`config.mk`:
```
export PLATFORM = sky130hd
export DESIGN_NAME = id_filter_ctrl
export DESIGN_NICKNAME = d
export VERILOG_FILES = /design/src/rtl/id_filter_pkg.sv /design/src/rtl/id_filter_entry.sv /design/src/rtl/id_filter_ctrl.sv
export SDC_FILE = /design/constraint.sdc
export NUM_CORES = 1
export LEC_CHECK = 0
export BUFFER_PORTS_ARGS = -buffer_cell sky130_fd_sc_hd__buf_4
export CAP_MARGIN = 20
export CORE_ASPECT_RATIO = 1.25
export CORE_MARGIN = 1.5
export CORE_UTILIZATION = 30
export DETAILED_ROUTE_END_ITERATION = 12
export PLACE_DENSITY = 0.55
export SLEW_MARGIN = 5
export SYNTH_ARGS = -nofsm -noshare
export SYNTH_HDL_FRONTEND = slang
export SYNTH_SLANG_ARGS = --single-unit
```
`constraint.sdc`:
```
create_clock -name clk -period 5.4 [get_ports clk]
set_clock_uncertainty 0.15 [all_clocks]
set_input_delay 0.81 -clock clk [delete_from_list [all_inputs] [get_ports clk]]
set_output_delay 0.81 -clock clk [all_outputs]
set_load 0.05 [all_outputs]
```
`src/rtl/id_filter_pkg.sv`:
```
// Shared types and default sizing for the identifier acceptance filter.
package id_filter_pkg;

    localparam int unsigned DEF_ID_WIDTH    = 11;
    localparam int unsigned DEF_NUM_ENTRIES = 4;

    typedef enum logic [1:0] {
        IDLE    = 2'd0,
        COLLECT = 2'd1,
        COMPARE = 2'd2,
        REPORT  = 2'd3
    } state_t;

endpackage

```
`src/rtl/id_filter_entry.sv`:
```
// One acceptance-filter table entry: stored id/mask/valid plus its masked compare.
module id_filter_entry
    import id_filter_pkg::*;
#(
    parameter int unsigned ID_WIDTH = DEF_ID_WIDTH
) (
    input  logic                clk,
    input  logic                reset,
    input  logic                we,
    input  logic [ID_WIDTH-1:0] wr_id,
    input  logic [ID_WIDTH-1:0] wr_mask,
    input  logic                wr_en,
    input  logic [ID_WIDTH-1:0] cmp_id,
    output logic                match
);

    logic [ID_WIDTH-1:0] id_q;
    logic [ID_WIDTH-1:0] mask_q;
    logic                en_q;

    always_ff @(posedge clk or posedge reset) begin
        if (reset) begin
            id_q   <= '0;
            mask_q <= '1;
            en_q   <= 1'b0;
        end else if (we) begin
            id_q   <= wr_id;
            mask_q <= wr_mask;
            en_q   <= wr_en;
        end
    end

    // Mask bit 1 means the bit participates; an all-zero mask accepts anything.
    assign match = en_q && (((cmp_id ^ id_q) & mask_q) == '0);

endmodule

```
`src/rtl/id_filter_ctrl.sv`:
```
// Serial identifier capture (3 sample pulses per bit) followed by a prioritised
// acceptance-table lookup with a one-cycle result strobe.
module id_filter_ctrl
    import id_filter_pkg::*;
#(
    parameter int unsigned ID_WIDTH    = DEF_ID_WIDTH,
    parameter int unsigned NUM_ENTRIES = DEF_NUM_ENTRIES
) (
    input  logic                           clk,
    input  logic                           reset,
    input  logic                           enable,
    input  logic                           frameStart,
    input  logic                           abort,
    input  logic                           dIn,
    input  logic                           samplePulse,
    input  logic                           cfgWe,
    input  logic [$clog2(NUM_ENTRIES)-1:0] cfgAddr,
    input  logic [ID_WIDTH-1:0]            cfgId,
    input  logic [ID_WIDTH-1:0]            cfgMask,
    input  logic                           cfgEn,
    output logic                           cfgReady,
    output logic                           busy,
    output logic                           resultValid,
    output logic                           matchHit,
    output logic [$clog2(NUM_ENTRIES)-1:0] matchIdx,
    output logic [ID_WIDTH-1:0]            rxId
);

    localparam int unsigned AW = $clog2(NUM_ENTRIES);
    localparam int unsigned BW = $clog2(ID_WIDTH + 1);

    state_t               state;
    logic [1:0]           pulse_cnt;
    logic [BW-1:0]        bit_cnt;
    logic [ID_WIDTH-1:0]  shift_reg;
    logic [NUM_ENTRIES-1:0] hits;
    logic                 hit_any;
    logic [AW-1:0]        hit_idx;

    assign cfgReady = (state == IDLE);
    assign busy     = (state != IDLE);

    for (genvar i = 0; i < NUM_ENTRIES; i++) begin : g_entry
        id_filter_entry #(
            .ID_WIDTH(ID_WIDTH)
        ) u_entry (
            .clk    (clk),
            .reset  (reset),
            .we     (cfgWe && cfgReady && (cfgAddr == AW'(i))),
            .wr_id  (cfgId),
            .wr_mask(cfgMask),
            .wr_en  (cfgEn),
            .cmp_id (shift_reg),
            .match  (hits[i])
        );
    end

    // Scan downwards so the lowest matching index is the one left standing.
    always_comb begin
        hit_any = 1'b0;
        hit_idx = '0;
        for (int unsigned i = NUM_ENTRIES; i > 0; i--) begin
            if (hits[i-1]) begin
                hit_any = 1'b1;
                hit_idx = AW'(i - 1);
            end
        end
    end

    // rxId is a separate holding register so an aborted frame cannot disturb
    // the previously reported identifier while shift_reg collects new bits.
    always_ff @(posedge clk or posedge reset) begin
        if (reset) begin
            state       <= IDLE;
            pulse_cnt   <= '0;
            bit_cnt     <= '0;
            shift_reg   <= '0;
            resultValid <= 1'b0;
            matchHit    <= 1'b0;
            matchIdx    <= '0;
            rxId        <= '0;
        end else begin
            resultValid <= 1'b0;
            case (state)
                IDLE: begin
                    if (frameStart && enable && !abort) begin
                        state     <= COLLECT;
                        pulse_cnt <= '0;
                        bit_cnt   <= '0;
                        shift_reg <= '0;
                    end
                end
                COLLECT: begin
                    if (abort) begin
                        state <= IDLE;
                    end else if (samplePulse) begin
                        if (pulse_cnt == 2'd2) begin
                            shift_reg <= {shift_reg[ID_WIDTH-2:0], dIn};
                            pulse_cnt <= '0;
                            bit_cnt   <= bit_cnt + 1'b1;
                            if (bit_cnt == BW'(ID_WIDTH - 1)) begin
                                state <= COMPARE;
                            end
                        end else begin
                            pulse_cnt <= pulse_cnt + 2'd1;
                        end
                    end
                end
                COMPARE: begin
                    if (abort) begin
                        state <= IDLE;
                    end else begin
                        matchHit    <= hit_any;
                        matchIdx    <= hit_idx;
                        rxId        <= shift_reg;
                        resultValid <= 1'b1;
                        state       <= REPORT;
                    end
                end
                REPORT: begin
                    state <= IDLE;
                end
                default: begin
                    state <= IDLE;
                end
            endcase
        end
    end

endmodule

```
Word-level counts from Yosys, hierarchy flattened
Index checks and enable logic that the tools add are counted.

word-level totals
  bits in registers = 126
  input bits = 33
  output and inout port bits = 17
  logic and storage cells = 102

cells by class
  add/sub/neg operators = 2
  equal/unequal tests = 15
  muxes and demuxes = 32
  bitwise operators = 9
  reduce and logical (&&, ||, !) cells = 24

operator list
  operator                                        number
  bitwise AND 11 bit                              4
  zero test 11 bit                                4
  two-way mux 11 bit                              4
  bitwise XOR 11 bit                              4
  two-way mux 2 bit                               14
  case mux 11 bit (2 select lines)                1
  two-way mux 4 bit                               4
  logical AND 1 bit                               11
  == test 2 bit (second input constant)           5
  != test 3 bit (second input constant)           3
  case mux 2 bit (4 select lines)                 1
  case mux 4 bit (2 select lines)                 1
  AND reduction 4 bit                             2
  two-way mux 1 bit                               6
  != test 2 bit (second input constant)           3
  AND reduction 5 bit                             1
  adder 4 x 1 -> 4 bit (second input constant)    1
  == test 2 x 1 -> 1 bit (second input constant)  2
  == test 4 bit (second input constant)           1
  zero test 2 bit                                 2
  case mux 2 bit (2 select lines)                 1
  nonzero test 2 bit                              2
  adder 2 x 1 -> 2 bit (second input constant)    1
  != test 2 x 1 -> 1 bit (second input constant)  1
  other kinds (3)                                 3

Longest topological paths before layout
Gate-level depths: netlist of the first run.

  depth in word-level cells = 8
  depth in mapped cells = 7
  mapped depth without buffers = 6

Modules after synthesis
From an unflattened synthesis of the first run, not the netlist that was laid out.

unflattened totals
  cells, all modules = 425
  area, all modules = 5,764.3 um2

modules (own cells, without submodules)
  module           instances  cells each  area an instance (um2)  seq. area each (um2)
  id_filter_entry  4          70          1,034.7                 589.3
  id_filter_ctrl   1          145         1,625.3                 850.8

Worst setup path before layout of the first run
Ideal clock, no wire load.

  path kind = register to register
  from = register state[1]
  to = register g_entry[2].u_entry.en_q
  library setup time = 0.125 ns
  arrival time = 2.357 ns
  required time = 5.125 ns
  path slack = 2.768 ns
  cell stages (with the launch flop) = 7
  buffers on the path = 1
  period minus slack after synthesis = 2.632 ns
  cells stage by stage = dfrtp_1 -> or2_1 -> inv_1 -> nand2_1 -> nor3b_2 -> buf_6 -> mux2_2

between the ends
  word-level cells in the longest chain between the ends = 3

ends and longest elaborated chain
  what                             line                   source
  start: declaration               id_filter_ctrl.sv:32   state_t state;
  start signal: assignment         id_filter_ctrl.sv:74   state <= IDLE;
  start signal: assignment         id_filter_ctrl.sv:87   state <= COLLECT;
  start signal: assignment         id_filter_ctrl.sv:95   state <= IDLE;
  zero test 2 bit                  id_filter_ctrl.sv:40   assign cfgReady = (state == IDLE);
  net cfgReady                     id_filter_ctrl.sv:21   output logic cfgReady,
  logical AND 1 bit (2 in series)  id_filter_ctrl.sv:49   .we (cfgWe && cfgReady && (cfgAddr == AW'(i))),
  end signal: assignment           id_filter_entry.sv:29  en_q <= wr_en;
  end: declaration                 id_filter_entry.sv:19  logic en_q;

The timed path passes the listed nets, and every way through them passes these cells.
A chain may end at the register's enable or synchronous reset.

Worst setup path after layout of the first run
  from = register state[1]
  to = output cfgReady

between the ends
  word-level cells in the longest chain between the ends = 1

ends and longest elaborated chain
  what              line
  zero test 2 bit   id_filter_ctrl.sv:40
  end: declaration  id_filter_ctrl.sv:21

Every way passes these cells.

==> results.tsv, run 1 <==
metric	value	unit
fin_cells	742	
cpPeakStageDelay	430	ps
ys_warn_count	0	
synth_top_family_by_area	multiplexers	
io-pin-count	50	
finalSetupTns	0	ps
cts_buffers	17	
ant_nets	0	
crit_family	flip-flops	
design.die.area	19500	um2
synth_fa_ha_area_share	0.447	%
cts-resized-gates	0	
critical_path_buf_inv_count	2	
core	18200	um2
dr_total_vias	3511	
dr.pass1.iters	5	
port_buffers	49	
holdBufCountCts	0	
synth_cell_types	36	
grt_max_degree	86	
drc	0	
crit_path_end_kind	output pin	
cap_violations	0	
die_y	156	um
grt-ovfl-total	0	
netlist_top_cells_area	dfrtp_1 (37%), dfstp_2 (21%), mux2_2 (19%)	
total_leakage_power	3.05	nW
ir_worst_vdd	0.229	mV
antenna_found_initial	0	
ys_seq_elements	126	
nets	536	
drt-vias-per-instance	4.73	
synthesis.instances	453	
slew_viol_final	0	
hp-class	input port to async pin	
outcome	finished, final reports clean	
crit_required	4440	ps
synth_nets	488	
clock_latency	410	ps
fin_util	37.3	%
dp_hpwl	8410	um
worstSetupPathType	register to output pin	
fin_crit_sh	45.7	%
synthSimpleGateAreaFrac	8.57	%
cp.arrival	1510	ps
syn2layout_area_growth	21.3	%
synthArstFlopShare	100	%
period_minus_slack	2470	ps
synth_common_cells	mux2_2 (92), dfrtp_1 (82), nand2_1 (78)	
critPathSlowestCell	dfrtp_1	
grt_pass1_vias	3769	
switchingPower	0.715	mW
ys_seq_area_share	57.3	%
hold_viol	0	
rsz0062_at_grt	false	
avgSynthCellArea	12.3	um2
die_width	125	um
globalplace.congestion	0.722	
cp_max_fo	6	
p_sw_share	25.2	%
power_frac_comb	15.8	%
worstSetupStartpointType	register	
timing.slew.headroom	42.9	%
muxShareOfSynthArea	18.5	%
cts_tree	done	
p_per_area	417	nW/um2
post_cts_buffers	0	
p_clk_share	38.5	%
wire_per_inst	16.3	um
drive_gt1_share	43.0	%
dr.first_iter.drc_count	156	
wl	12100	um
yosys.cell_count.top_type	mux2_2	
h-tree-depth	4	
synth_area	5590	um2
num_antenna_cells	0	
clk_pin_slew_worst_paths	60	ps
grt_pass1_wl	20000	um
synth_compound_area_share	5.46	%
reg.largest.list	g_entry.u_entry.id_q x44, g_entry.u_entry.mask_q x44	
seqPwrFrac	45.7	%
crit_chain	or2_1 > inv_1 > buf_4	
ys.flop_type	dfrtp_1	
start_util	30.8	%
tightest_slew	854	ps
numClockSinks	126	
setup_viol	0	
clockRootBuffer	clkbuf_16	
ctsLongestPathBuffers	2	
synth_xor_area_share	7.05	%
synth-edff-count	0	
row_count	55	
intPower	2.12	mW
grt_usage	13.3	%
yosysTopAreaCellShare	36.7	%
yosys.area.top_type	dfrtp_1	
post-place-cells	708	
max_freq	405	MHz
-- through the flow --
step           total power [mW]  cell area [um2]  worst slack (ps)  hold WS (ps)
2_1_floorplan              1.61             5590              1160           329
3_3_place_gp               1.74             6160              2760           320
3_5_place_dp               1.76             6160              2720           319
4_1_cts                    2.86             6730              2720           332
5_1_grt                    2.98             6790              2830           184
6_report                   2.83             6790              2930           180
-- final cells by class --
type	instances	area (um2)
tap	228	285
clock inverter	7	90.1
sequential	126	3210
clock buffer	25	475
timing repair buffer	55	453
fill	1796	11400
inverter	5	21.3
multi-input combinational	296	2250
-- power groups by stage --
stage	combinational, mW	sequential, mW	clock, mW
detailed placement	0.448	1.31	0
finish	0.446	1.29	1.09
CTS	0.451	1.29	1.12
global route	0.499	1.32	1.16
global placement	0.436	1.30	0
floorplan	0.336	1.28	0
-- kinds of logic (layout without fill, tap and decap cells) --
group / count (synthesis) / count (layout)
AO/OA/AOI/OAI: 46 / 46
XOR/XNOR: 45 / 45
adder cells (fa/ha/maj): 2 / 2
buffers and inverters: 31 / 92
flip-flops: 126 / 126
multiplexers: 92 / 92
AND/OR/NAND/NOR: 111 / 111
-- worst paths after layout --
kind,from,endpoint,slack [ps],cells after the start
setup / recovery,state[1],cfgReady,2930,3
hold / removal,reset,state[0],180,2
setup reg to reg,state[1],g_entry[2].u_entry.id_q[6],3130,6
hold reg to reg,rxId[1],rxId[1],320,2
max in group asynchronous,reset,g_entry[0].u_entry.mask_q[1],3710,4
min in group clk,rxId[1],rxId[1],320,2
-- placed cells by master, fill, tap and decap left out, types with 5 or more instances in the layout --
| cell type | netlist | routed |
|---|---|---|
| mux2_2 | 92 | 92 |
| nor3_1 | 6 | 6 |
| nor2_1 | 8 | 8 |
| buf_4 | 2 | 53 |
| clkbuf_1 | 15 | 6 |
| dfrtp_1 | 82 | 82 |
| nand2_1 | 78 | 78 |
| o21ai_0 | 14 | 14 |
| nand3_1 | 5 | 5 |
| a22oi_1 | 20 | 20 |
| clkbuf_16 | 0 | 17 |
| dfstp_2 | 44 | 44 |
| xor2_1 | 44 | 44 |
-- per-layer routing --
layer | vias to the layer above | GRT usage, % | wire (um)
met5 | - | 0 | 0
met4 | 0 | 4.98 | 182
met3 | 14 | 2.95 | 311
met2 | 57 | 23.4 | 6410
met1 | 1795 | 15.8 | 5230
li1 | 1645 | - | -
No activity file was read; power rests on OpenSTA's default activity.
==> run 2, diff against run 1 <==
--- a/config.mk
+++ b/config.mk
@@ -5,6 +5,7 @@
 export SDC_FILE = /design/constraint.sdc
 export NUM_CORES = 1
 export LEC_CHECK = 0
+export ABC_AREA = 1
 export BUFFER_PORTS_ARGS = -buffer_cell sky130_fd_sc_hd__buf_4
 export CAP_MARGIN = 20
 export CORE_ASPECT_RATIO = 1.25
==> constraint.sdc (replaced) <==
create_clock -name clk -period 2.5 [get_ports clk]
set_clock_uncertainty 0.15 [all_clocks]
set_input_delay 0.375 -clock clk [delete_from_list [all_inputs] [get_ports clk]]
set_output_delay 0.375 -clock clk [all_outputs]
set_load 0.05 [all_outputs]
==> results.tsv, run 2 <==
metric	value	unit	change
cts_tree	done		unchanged
numClockSinks	126		unchanged
port_buffers	49		unchanged
fin_util	37.3	%	about the same
cts_buffers	17		unchanged
ys_warn_count	0		unchanged
dr.first_iter.drc_count	264		was 156
grt_usage	14.2	%	was 13.3%
io-pin-count	50		unchanged
worstSetupPathType	register to register		was register to output pin
die_y	157	um	was 156 um
r2r-end	shift_reg[3]		was g_entry[2].u_entry.id_q[6]
drt-vias-per-instance	4.46		was 4.73
crit_chain	nor2_4 > nand4_2 > nand2_2 > o21ai_4 > nor2_2 > nand2_1 > o21ai_0		was or2_1 > inv_1 > buf_4
wl	13000	um	was 12,100 um
reg.largest.list	g_entry.u_entry.id_q x44, g_entry.u_entry.mask_q x44		unchanged
row_count	56		was 55
final_common_cell	nand2_1		was mux2_2
switchingPower	3.57	mW	was 0.715 mW
clockRootBuffer	clkbuf_16		unchanged
cp.arrival	2040	ps	was 1510 ps
grt-ovfl-total	0		unchanged
r2r_slack	630	ps	was 3130 ps
cts-resized-gates	0		unchanged
total_leakage_power	3.42	nW	was 3.05 nW
netlist_top_cells_area	dfrtp_1 (36%), dfstp_2 (20%), nand2_1 (15%)		was dfrtp_1 (37%), dfstp_2 (21%), mux2_2 (19%)
antenna_found_initial	0		unchanged
drc	0		unchanged
synth_common_cells	nand2_1 (229), dfrtp_1 (82), inv_1 (79)		was mux2_2 (92), dfrtp_1 (82), nand2_1 (78)
grt_pass1_vias	4241		was 3,769
syn2layout_area_growth	21.8	%	was 21.3%
setup_viol	0		unchanged
final_cell_mix	nand2_1 (229), dfrtp_1 (82), inv_1 (78), o21ai_0 (62), o21ai_1 (56)		was mux2_2 (92), dfrtp_1 (82), nand2_1 (78), buf_4 (53)
clock_latency	410	ps	about the same
ys_seq_area_share	56.0	%	was 57.3%
grt_pass1_wl	22000	um	was 20,000 um
hold_viol	13		was 0
num_antenna_cells	0		unchanged
use_met1	18.7	%	was 15.8%
synth_compound_area_share	11.3	%	was 5.46%
worstSetupStartpointType	register		unchanged
core	18700	um2	was 18,200 um2
holdBufCountCts	0		unchanged
crit_path_end_kind	register		was output pin
drive_gt1_share	20.2	%	was 43.0%
synthesis.instances	688		was 453
globalplace.congestion	0.747		was 0.722
cap_violations	0		unchanged
start_util	30.6	%	was 30.8%
timing.hold.ws	-48.5	ps	was 180 ps
crit-reg2reg-launch	state[0]		was state[1]
grtUsageMet2	23.4	%	about the same
post_cts_buffers	0		unchanged
max_freq	533	MHz	
ctsLongestPathBuffers	2		unchanged
critical_path_buf_inv_count	0		was 2
intPower	6.24	mW	was 2.12 mW
dr_total_vias	4375		was 3,511
finalSetupTns	0	ps	unchanged
synth_area	5730	um2	was 5590 um2
crit_path_start	state[0]		was state[1]
design.die.area	19900	um2	was 19,500 um2
synth_nets	723		was 488
synthArstFlopShare	100	%	unchanged
met3_usage	2.99	%	was 2.95%
p_clk_share	28.0	%	was 38.5%
r2r_cells	7		was 6
cp_max_fo	11		was 6
muxShareOfSynthArea	0	%	was 18.5%
synth_cell_types	30		was 36
rsz0062_at_grt	false		unchanged
synth_xor_area_share	0.153	%	was 7.05%
crit_required	2670	ps	was 4440 ps
top_usage_layer	met2		unchanged
ys_seq_elements	126		unchanged
synth_fa_ha_area_share	0.437	%	was 0.447%
fin_crit_sh	75.0	%	
die_width	127	um	was 125 um
synth-edff-count	0		unchanged
synthSimpleGateAreaFrac	24.9	%	was 8.57%
outcome	finished with violations		was finished, final reports clean
ys.flop_type	dfrtp_1		unchanged
dp_hpwl	8930	um	was 8410 um
tightest_slew	719	ps	was 854 ps
dr.pass1.iters	4		was 5
yosys.cell_count.top_type	nand2_1		was mux2_2
yosysTopAreaCellShare	35.8	%	was 36.7%
seqPwrFrac	40.7	%	was 45.7%
p_per_area	1410	nW/um2	was 417 nW/um2
cpPeakStageDelay	430	ps	about the same
avgSynthCellArea	8.32	um2	was 12.3 um2
synth_top_family_by_area	simple AND/OR/NAND/NOR gates		was multiplexers
ant_nets	0		unchanged
h-tree-depth	4		unchanged
hp-class	input port to async pin		unchanged
slew_viol_final	0		unchanged
violations	hold timing		
p_sw_share	36.4	%	was 25.2%
grt_max_degree	127		was 86
wire_per_inst	13.3	um	was 16.3 um
crit_family	simple AND/OR/NAND/NOR gates		was flip-flops
period_minus_slack	1870	ps	
yosys.area.top_type	dfrtp_1		unchanged
power_frac_comb	31.4	%	was 15.8%
critPathSlowestCell	dfrtp_1		unchanged
ir_worst_vdd	0.530	mV	was 0.229 mV
clk_pin_slew_worst_paths	50	ps	was 60 ps
timing.slew.headroom	52.0	%	was 42.9%
nets	770		was 536
-- run 2: changes by cell type after synthesis, sizes merged, moves of 44 or more --
cell,delta
nand3,+48
mux2,-92
nand2,+154
o21ai,+105
xor2,-44
inv,+77
-- run 2: cell families after synthesis --
family,after synthesis
buffers and inverters,104
adder cells (fa/ha/maj),2
flip-flops,126
AO/OA/AOI/OAI,125
XOR/XNOR,1
AND/OR/NAND/NOR,330
-- run 2: how the worst max path moves through the flow --
stage / endpoint / slack, ps / depth (start not counted)
floorplan: bit_cnt[0] / 460 / 1
global placement: shift_reg[6] / 660 / 7
detailed placement: shift_reg[7] / 630 / 7
CTS: shift_reg[7] / 620 / 7
global route: g_entry[2].u_entry.en_q / 430 / 6
finish: shift_reg[3] / 630 / 7
-- run 2: power groups by stage --
| stage | registers, mW | clock network, mW | logic [mW] |
|---|---|---|---|
| floorplan | 4.11 | 0 | 2.07 |
| global placement | 3.99 | 0 | 3.04 |
| detailed placement | 4.00 | 0 | 3.12 |
| CTS | 3.99 | 2.81 | 3.13 |
| global route | 4.15 | 2.90 | 3.53 |
| finish | 3.99 | 2.75 | 3.08 |
-- run 2: cell type report --
type,instances,area (um2)
Clock buffer,22,484
Clock inverter,10,183
Fill cell,1920,11700
Inverter,82,312
Multi-Input combinational cell,458,2110
Sequential cell,126,3210
Tap cell,232,290
Timing Repair Buffer,50,388
-- run 2: stage by stage --
| step | cell area (um2) | hold WS [ps] | setup WS (ps) | instances | total power [mW] |
|---|---|---|---|---|---|
| 2_1_floorplan | 5730 | 303 | 458 | 688 | 6.18 |
| 3_3_place_gp | 6300 | 311 | 662 | 948 | 7.02 |
| 3_5_place_dp | 6300 | 316 | 626 | 948 | 7.12 |
| 4_1_cts | 6970 | 18.7 | 617 | 980 | 9.93 |
| 5_1_grt | 6970 | 18.3 | 435 | 980 | 10.6 |
| 6_report | 6970 | -48.5 | 625 | 980 | 9.81 |
-- run 2: layer usage --
layer,vias up,part of all wire [%]
li1,2284,-
met3,7,2.8
met1,2026,47
met5,-,0
met2,58,50
met4,0,0.63
-- run 2: tightest hold or removal path, stage by stage --
cell and delay [ps]:
buf_4 120, clkinvlp_4 70, buf_12 420
